===== src/rtl/unit_stuff.sv =====
// unit_stuff -- isochronous slot generator.
//
// Buffers a data stream in a small FIFO and emits exactly one token per
// slot on dout: a data token {1'b0, payload} when buffered data exists at
// load time, otherwise a Unit gap filler {1'b1, zeros}.
//
// Handshake semantics (both ports): a transfer happens on a rising edge
// where valid && ready are both high; the producer holds valid and data
// stable until that edge; ready never depends on the same-cycle valid of
// the other side.
//
// Optional build feature: define UNIT_STUFF_STATS_EN to add the 16-bit
// saturating unit_cnt output that counts Unit tokens handshaked on dout.
// Without the macro there is no port and no counter logic.
module unit_stuff #(
  parameter int W      = 8,
  parameter int PERIOD = 1,
  parameter int DEPTH  = 4
) (
  input  logic         clk,
  input  logic         rst,
  input  logic         din_valid,
  output logic         din_ready,
  input  logic [W-1:0] din_data,
  output logic         dout_valid,
  input  logic         dout_ready,
  output logic [W:0]   dout_data
`ifdef UNIT_STUFF_STATS_EN
  ,
  output logic [15:0]  unit_cnt
`endif
);

  // Parameter sanity checks, evaluated at elaboration.
  if (DEPTH < 2 || (DEPTH & (DEPTH - 1)) != 0) begin : g_depth_chk
    $error("unit_stuff: DEPTH must be a power of two >= 2");
  end
  if (PERIOD < 1 || PERIOD > 65535) begin : g_period_chk
    $error("unit_stuff: PERIOD must be in 1..65535");
  end
  if ($bits(dout_data) != $bits(din_data) + 1) begin : g_width_chk
    $error("unit_stuff: dout width must be din width + 1");
  end

  localparam int          AW         = $clog2(DEPTH);
  localparam logic [15:0] RELOAD     = 16'(PERIOD - 1);
  localparam logic [AW:0] PTR_ONE    = {{AW{1'b0}}, 1'b1};
  localparam logic [W:0]  UNIT_TOKEN = {1'b1, {W{1'b0}}};

  // FIFO storage and pointers; the extra MSB separates full from empty.
  logic [W-1:0] mem [DEPTH];
  logic [AW:0]  wptr;
  logic [AW:0]  rptr;
  logic         full;
  logic         empty;
  logic         push;
  logic         pop;

  // Slot machinery and the output token register.
  logic [15:0]  cnt;
  logic         load;
  logic         ovalid;
  logic [W:0]   odata;

  assign empty = (wptr == rptr);
  assign full  = (wptr[AW] != rptr[AW]) && (wptr[AW-1:0] == rptr[AW-1:0]);

  // din_ready looks only at registered fullness, so a same-cycle pop
  // never opens the input for a full FIFO.
  assign din_ready = !full;
  assign push      = din_valid && !full;

  // A slot opens when the countdown has expired and the output register
  // is free or being drained this edge.
  assign load = (cnt == 16'd0) && (!ovalid || dout_ready);
  assign pop  = load && !empty;

  assign dout_valid = ovalid;
  assign dout_data  = odata;

  // FIFO write port; contents are only read after being written.
  always_ff @(posedge clk) begin
    if (push) begin
      mem[wptr[AW-1:0]] <= din_data;
    end
  end

  // FIFO pointer update; push and pop may happen on the same edge.
  always_ff @(posedge clk or negedge rst) begin
    if (!rst) begin
      wptr <= '0;
      rptr <= '0;
    end else begin
      if (push) begin
        wptr <= wptr + PTR_ONE;
      end
      if (pop) begin
        rptr <= rptr + PTR_ONE;
      end
    end
  end

  // Slot counter and output token: load data or Unit, else drain/countdown.
  always_ff @(posedge clk or negedge rst) begin
    if (!rst) begin
      cnt    <= 16'd0;
      ovalid <= 1'b0;
      odata  <= '0;
    end else if (load) begin
      ovalid <= 1'b1;
      cnt    <= RELOAD;
      if (!empty) begin
        odata <= {1'b0, mem[rptr[AW-1:0]]};
      end else begin
        odata <= UNIT_TOKEN;
      end
    end else begin
      // Missed slots are not banked: the counter simply rests at zero
      // while backpressure holds the current token.
      if (cnt != 16'd0) begin
        cnt <= cnt - 16'd1;
      end
      if (ovalid && dout_ready) begin
        ovalid <= 1'b0;
      end
    end
  end

`ifdef UNIT_STUFF_STATS_EN
  // Saturating count of Unit tokens accepted by the downstream side.
  always_ff @(posedge clk or negedge rst) begin
    if (!rst) begin
      unit_cnt <= 16'd0;
    end else if (ovalid && dout_ready && odata[W] && (unit_cnt != 16'hFFFF)) begin
      unit_cnt <= unit_cnt + 16'd1;
    end
  end
`endif

endmodule


===== config.mk =====
export PLATFORM = sky130hd
export DESIGN_NAME = unit_stuff
export DESIGN_NICKNAME = d
export VERILOG_FILES = /design/src/rtl/unit_stuff.sv
export SDC_FILE = /design/constraint.sdc
export NUM_CORES = 1
export LEC_CHECK = 0
export CAP_MARGIN = 30
export CORE_MARGIN = 5
export CORE_UTILIZATION = 57
export CTS_CLUSTER_SIZE = 20
export DETAILED_ROUTE_END_ITERATION = 8
export MAX_ROUTING_LAYER = met4
export PLACE_DENSITY_LB_ADDON = 0.08
export SYNTH_ARGS = -nofsm -noshare
export SYNTH_HDL_FRONTEND = slang
export SYNTH_SLANG_ARGS = --single-unit

===== constraint.sdc =====
create_clock -name clk -period 3.1 [get_ports clk]
set_clock_uncertainty 0.05 [all_clocks]
set_input_delay 0.62 -clock clk [delete_from_list [all_inputs] [get_ports clk]]
set_output_delay 0.62 -clock clk [all_outputs]
set_load 0.02 [all_outputs]

==> qor.csv <==
metric,value,unit
wl_per_cell,17.4,um
pin_count,23,
maxCapViolCount,0,
htree_levels,3,
cts_sinks,64,
drive_gt1_share,14.1,%
vias,1684,
cp_max_fo,11,
via_per_inst,5.85,
first_iter_violations,88,
dp_cells,272,
ys_ff_latch,64,
syn_nets,216,
numPortBuffers,22,
cts_tree,done,
setup_violations,0,
postCtsSetupBuffers,0,
clock_latency,0.33,ns
p_leak,1.39,nW
ys_top_cells_by_area,"edfxtp_1, dfrtp_1, mux4_2, o21ai_0, ha_1",
ys_seq_area_share,64.3,%
synth_area_per_cell,13.9,sq um
drt-total-wl,5.00,mm
cts.repair.resized,0,
fin_crit_sh,87.3,%
fmax,370,MHz
hold_violations,0,
switchingPower,0.849,mW
p_int,2.03,mW
slew_headroom,60.1,%
async_flop_share,50.0,%
first_global_vias,1768,
slowest_stage,dfrtp_1,
ys_types,35,
synth_top_area_share,35.1,%
p_sw_share,29.5,%
rsz0062_at_grt,false,
cpPeakStageDelay,0.55,ns
initial_utilization,58.4,%
ant_nets,0,
cts_buffer_depth,2,
hp-class,reg -> reg,
timing.rr.start,cnt[0]$_DFFE_PN0P_,
ir_drop,0.525,mV
clk_pin_slew,0.07,ns
die_w,79.3,um
comb_power_share,28.2,%
place_congestion,0.938,
overflow,0,
required,2.43,ns
seq_power_share,42.2,%
synth_flop_cell,edfxtp_1,
final_area,0.00328,sq mm
reg2reg_depth,6,
grt_pass1_wl,8.40,mm
cp-endpoint,din_ready,
design.core.area,0.00469,sq mm
stdcell_count,288,
crit_start,rptr[1]$_DFFE_PN0P_,
n_antenna_cell,0,
dp_hpwl,3.63,mm
p_total,2.88,mW
die-area,0.00629,sq mm
grt_max_degree,33,
synth_edf_count,32,
finalCriticalPeriod,2.71,ns
end_kind,primary output,
drcViolationCount,0,
postCtsHoldBufs,0,
synthCells,197,
yosysTopAreaCell,edfxtp_1,
arrival,2.04,ns
critPathLaunchType,flop,
syn-cell-area,0.00274,sq mm
worst_hold_startpoint,cnt[15]$_DFFE_PN0P_,
timing.final.max_slew_violations,0,
r2r-end,rptr[1]$_DFFE_PN0P_,
areaGrowthSynthToFinish,19.6,%
synth_commonest_cells,"dfrtp_1, edfxtp_1, o21ai_0",
drt_pass1_iterations,4,
grt_usage,18.4,%
setup_ws,0.395,ns
path_class,reg -> out,
placementRows,25,
crit_chain,xnor2_1 > and2_1 > nand2_1 > clkdlybuf4s50_1,
power_density,878,mW/mm^2
cts_root_buf,clkbuf_8,
antenna_found_initial,0,
max_slew.worst_pin.slew,0.597,ns
nNetsFinal,248,
cts_buffers,9,
dp_slack,0.712,ns
outcome,finished clean,
r2r_slack,0.76,ns
fp.dieH,79.3,um
yosysWarnings,0,
pwr-share-clk,29.6,%
fin_tns_setup,0,ns
placed_area,0.00303,sq mm
[kinds of logic (layout without fill, tap and decap cells)]
group | after synthesis | count (layout) | synth area share (%)
simple gates | 62 | 62 | 12.7
fa+ha+maj | 7 | 7 | 3.20
xor+xnor | 16 | 16 | 5.12
compound gates | 28 | 28 | 5.44
flops | 64 | 64 | 64.3
buf+inv | 9 | 46 | 1.32
mux | 11 | 11 | 7.90
[worst max-delay path, delay by kind of cell (launching register included)]
kind | cells | cell delay, ns
flops | 1 | 0.55
xor+xnor | 1 | 0.36
simple gates | 2 | 0.26
buf+inv | 1 | 0.55
[layout make-up]
class / instances / area, sq um
Multi-Input combinational cell: 124 / 941
Inverter: 5 / 18.8
Tap cell: 54 / 67.6
Clock buffer: 9 / 124
Clock inverter: 7 / 120
Fill cell: 339 / 1420
Timing Repair Buffer: 25 / 243
Sequential cell: 64 / 1760
[through the flow]
step / hold WS (ns) / util [%]
6_report: 0.460 / 69.8
5_1_grt: 0.481 / 69.8
4_1_cts: 0.457 / 69.8
3_5_place_dp: 0.445 / 64.6
3_3_place_gp: 0.428 / 64.6
2_1_floorplan: 0.274 / -
[sequential cells by signal, indices dropped and copies added (netlist names)]
signal      flops
dout_data       9
dout_valid      1
mem            32
wptr            3
rptr            3
cnt            16
[worst min path at each step]
| stage | slack, ns | to | depth (start not counted) |
|---|---|---|---|
| after floorplan | 0.27 | cnt[0]$_DFFE_PN0P_ | 0 |
| after global placement | 0.43 | cnt[9]$_DFFE_PN0P_ | 1 |
| after detailed placement | 0.45 | cnt[15]$_DFFE_PN0P_ | 1 |
| after CTS | 0.46 | cnt[15]$_DFFE_PN0P_ | 1 |
| after global routing | 0.48 | cnt[15]$_DFFE_PN0P_ | 1 |
| final | 0.46 | cnt[15]$_DFFE_PN0P_ | 1 |
[power by group through the flow]
stage	clock network [mW]	logic [mW]	registers, mW
global route	0.912	0.900	1.23
global placement	0	0.794	1.22
floorplan	0	0.509	1.24
detailed placement	0	0.821	1.23
CTS	0.869	0.828	1.21
finish	0.853	0.811	1.21
[layer usage]
layer  part of all wire, %  track usage [%]  vias up  wire [um]
met5                     0                -        -          0
met4                   1.3             8.25        0         65
met3                   4.0             4.08        5        198
met2                    55             32.2       46       2770
met1                    39             20.0      841       1970
li1                      -                -      792          -
[cell usage in the layout (no fill, tap or decap), types with 2 or more instances in the layout]
master | netlist | final
or4_1 | 4 | 4
mux4_2 | 8 | 8
nand3b_1 | 2 | 2
nand3_1 | 5 | 5
buf_4 | 0 | 3
a21oi_1 | 2 | 2
o21ai_0 | 22 | 22
bufinv_16 | 0 | 3
xnor2_1 | 6 | 6
clkbuf_8 | 0 | 9
clkdlybuf4s50_1 | 0 | 22
clkinv_4 | 0 | 2
ha_1 | 7 | 7
nor3_1 | 4 | 4
nor4_1 | 7 | 7
and2_1 | 5 | 5
dfrtp_1 | 32 | 32
nor2_1 | 7 | 7
edfxtp_1 | 32 | 32
nand2_1 | 19 | 19
inv_1 | 5 | 5
xor2_1 | 10 | 10
Note: power is estimated with default switching activity, not from simulation.
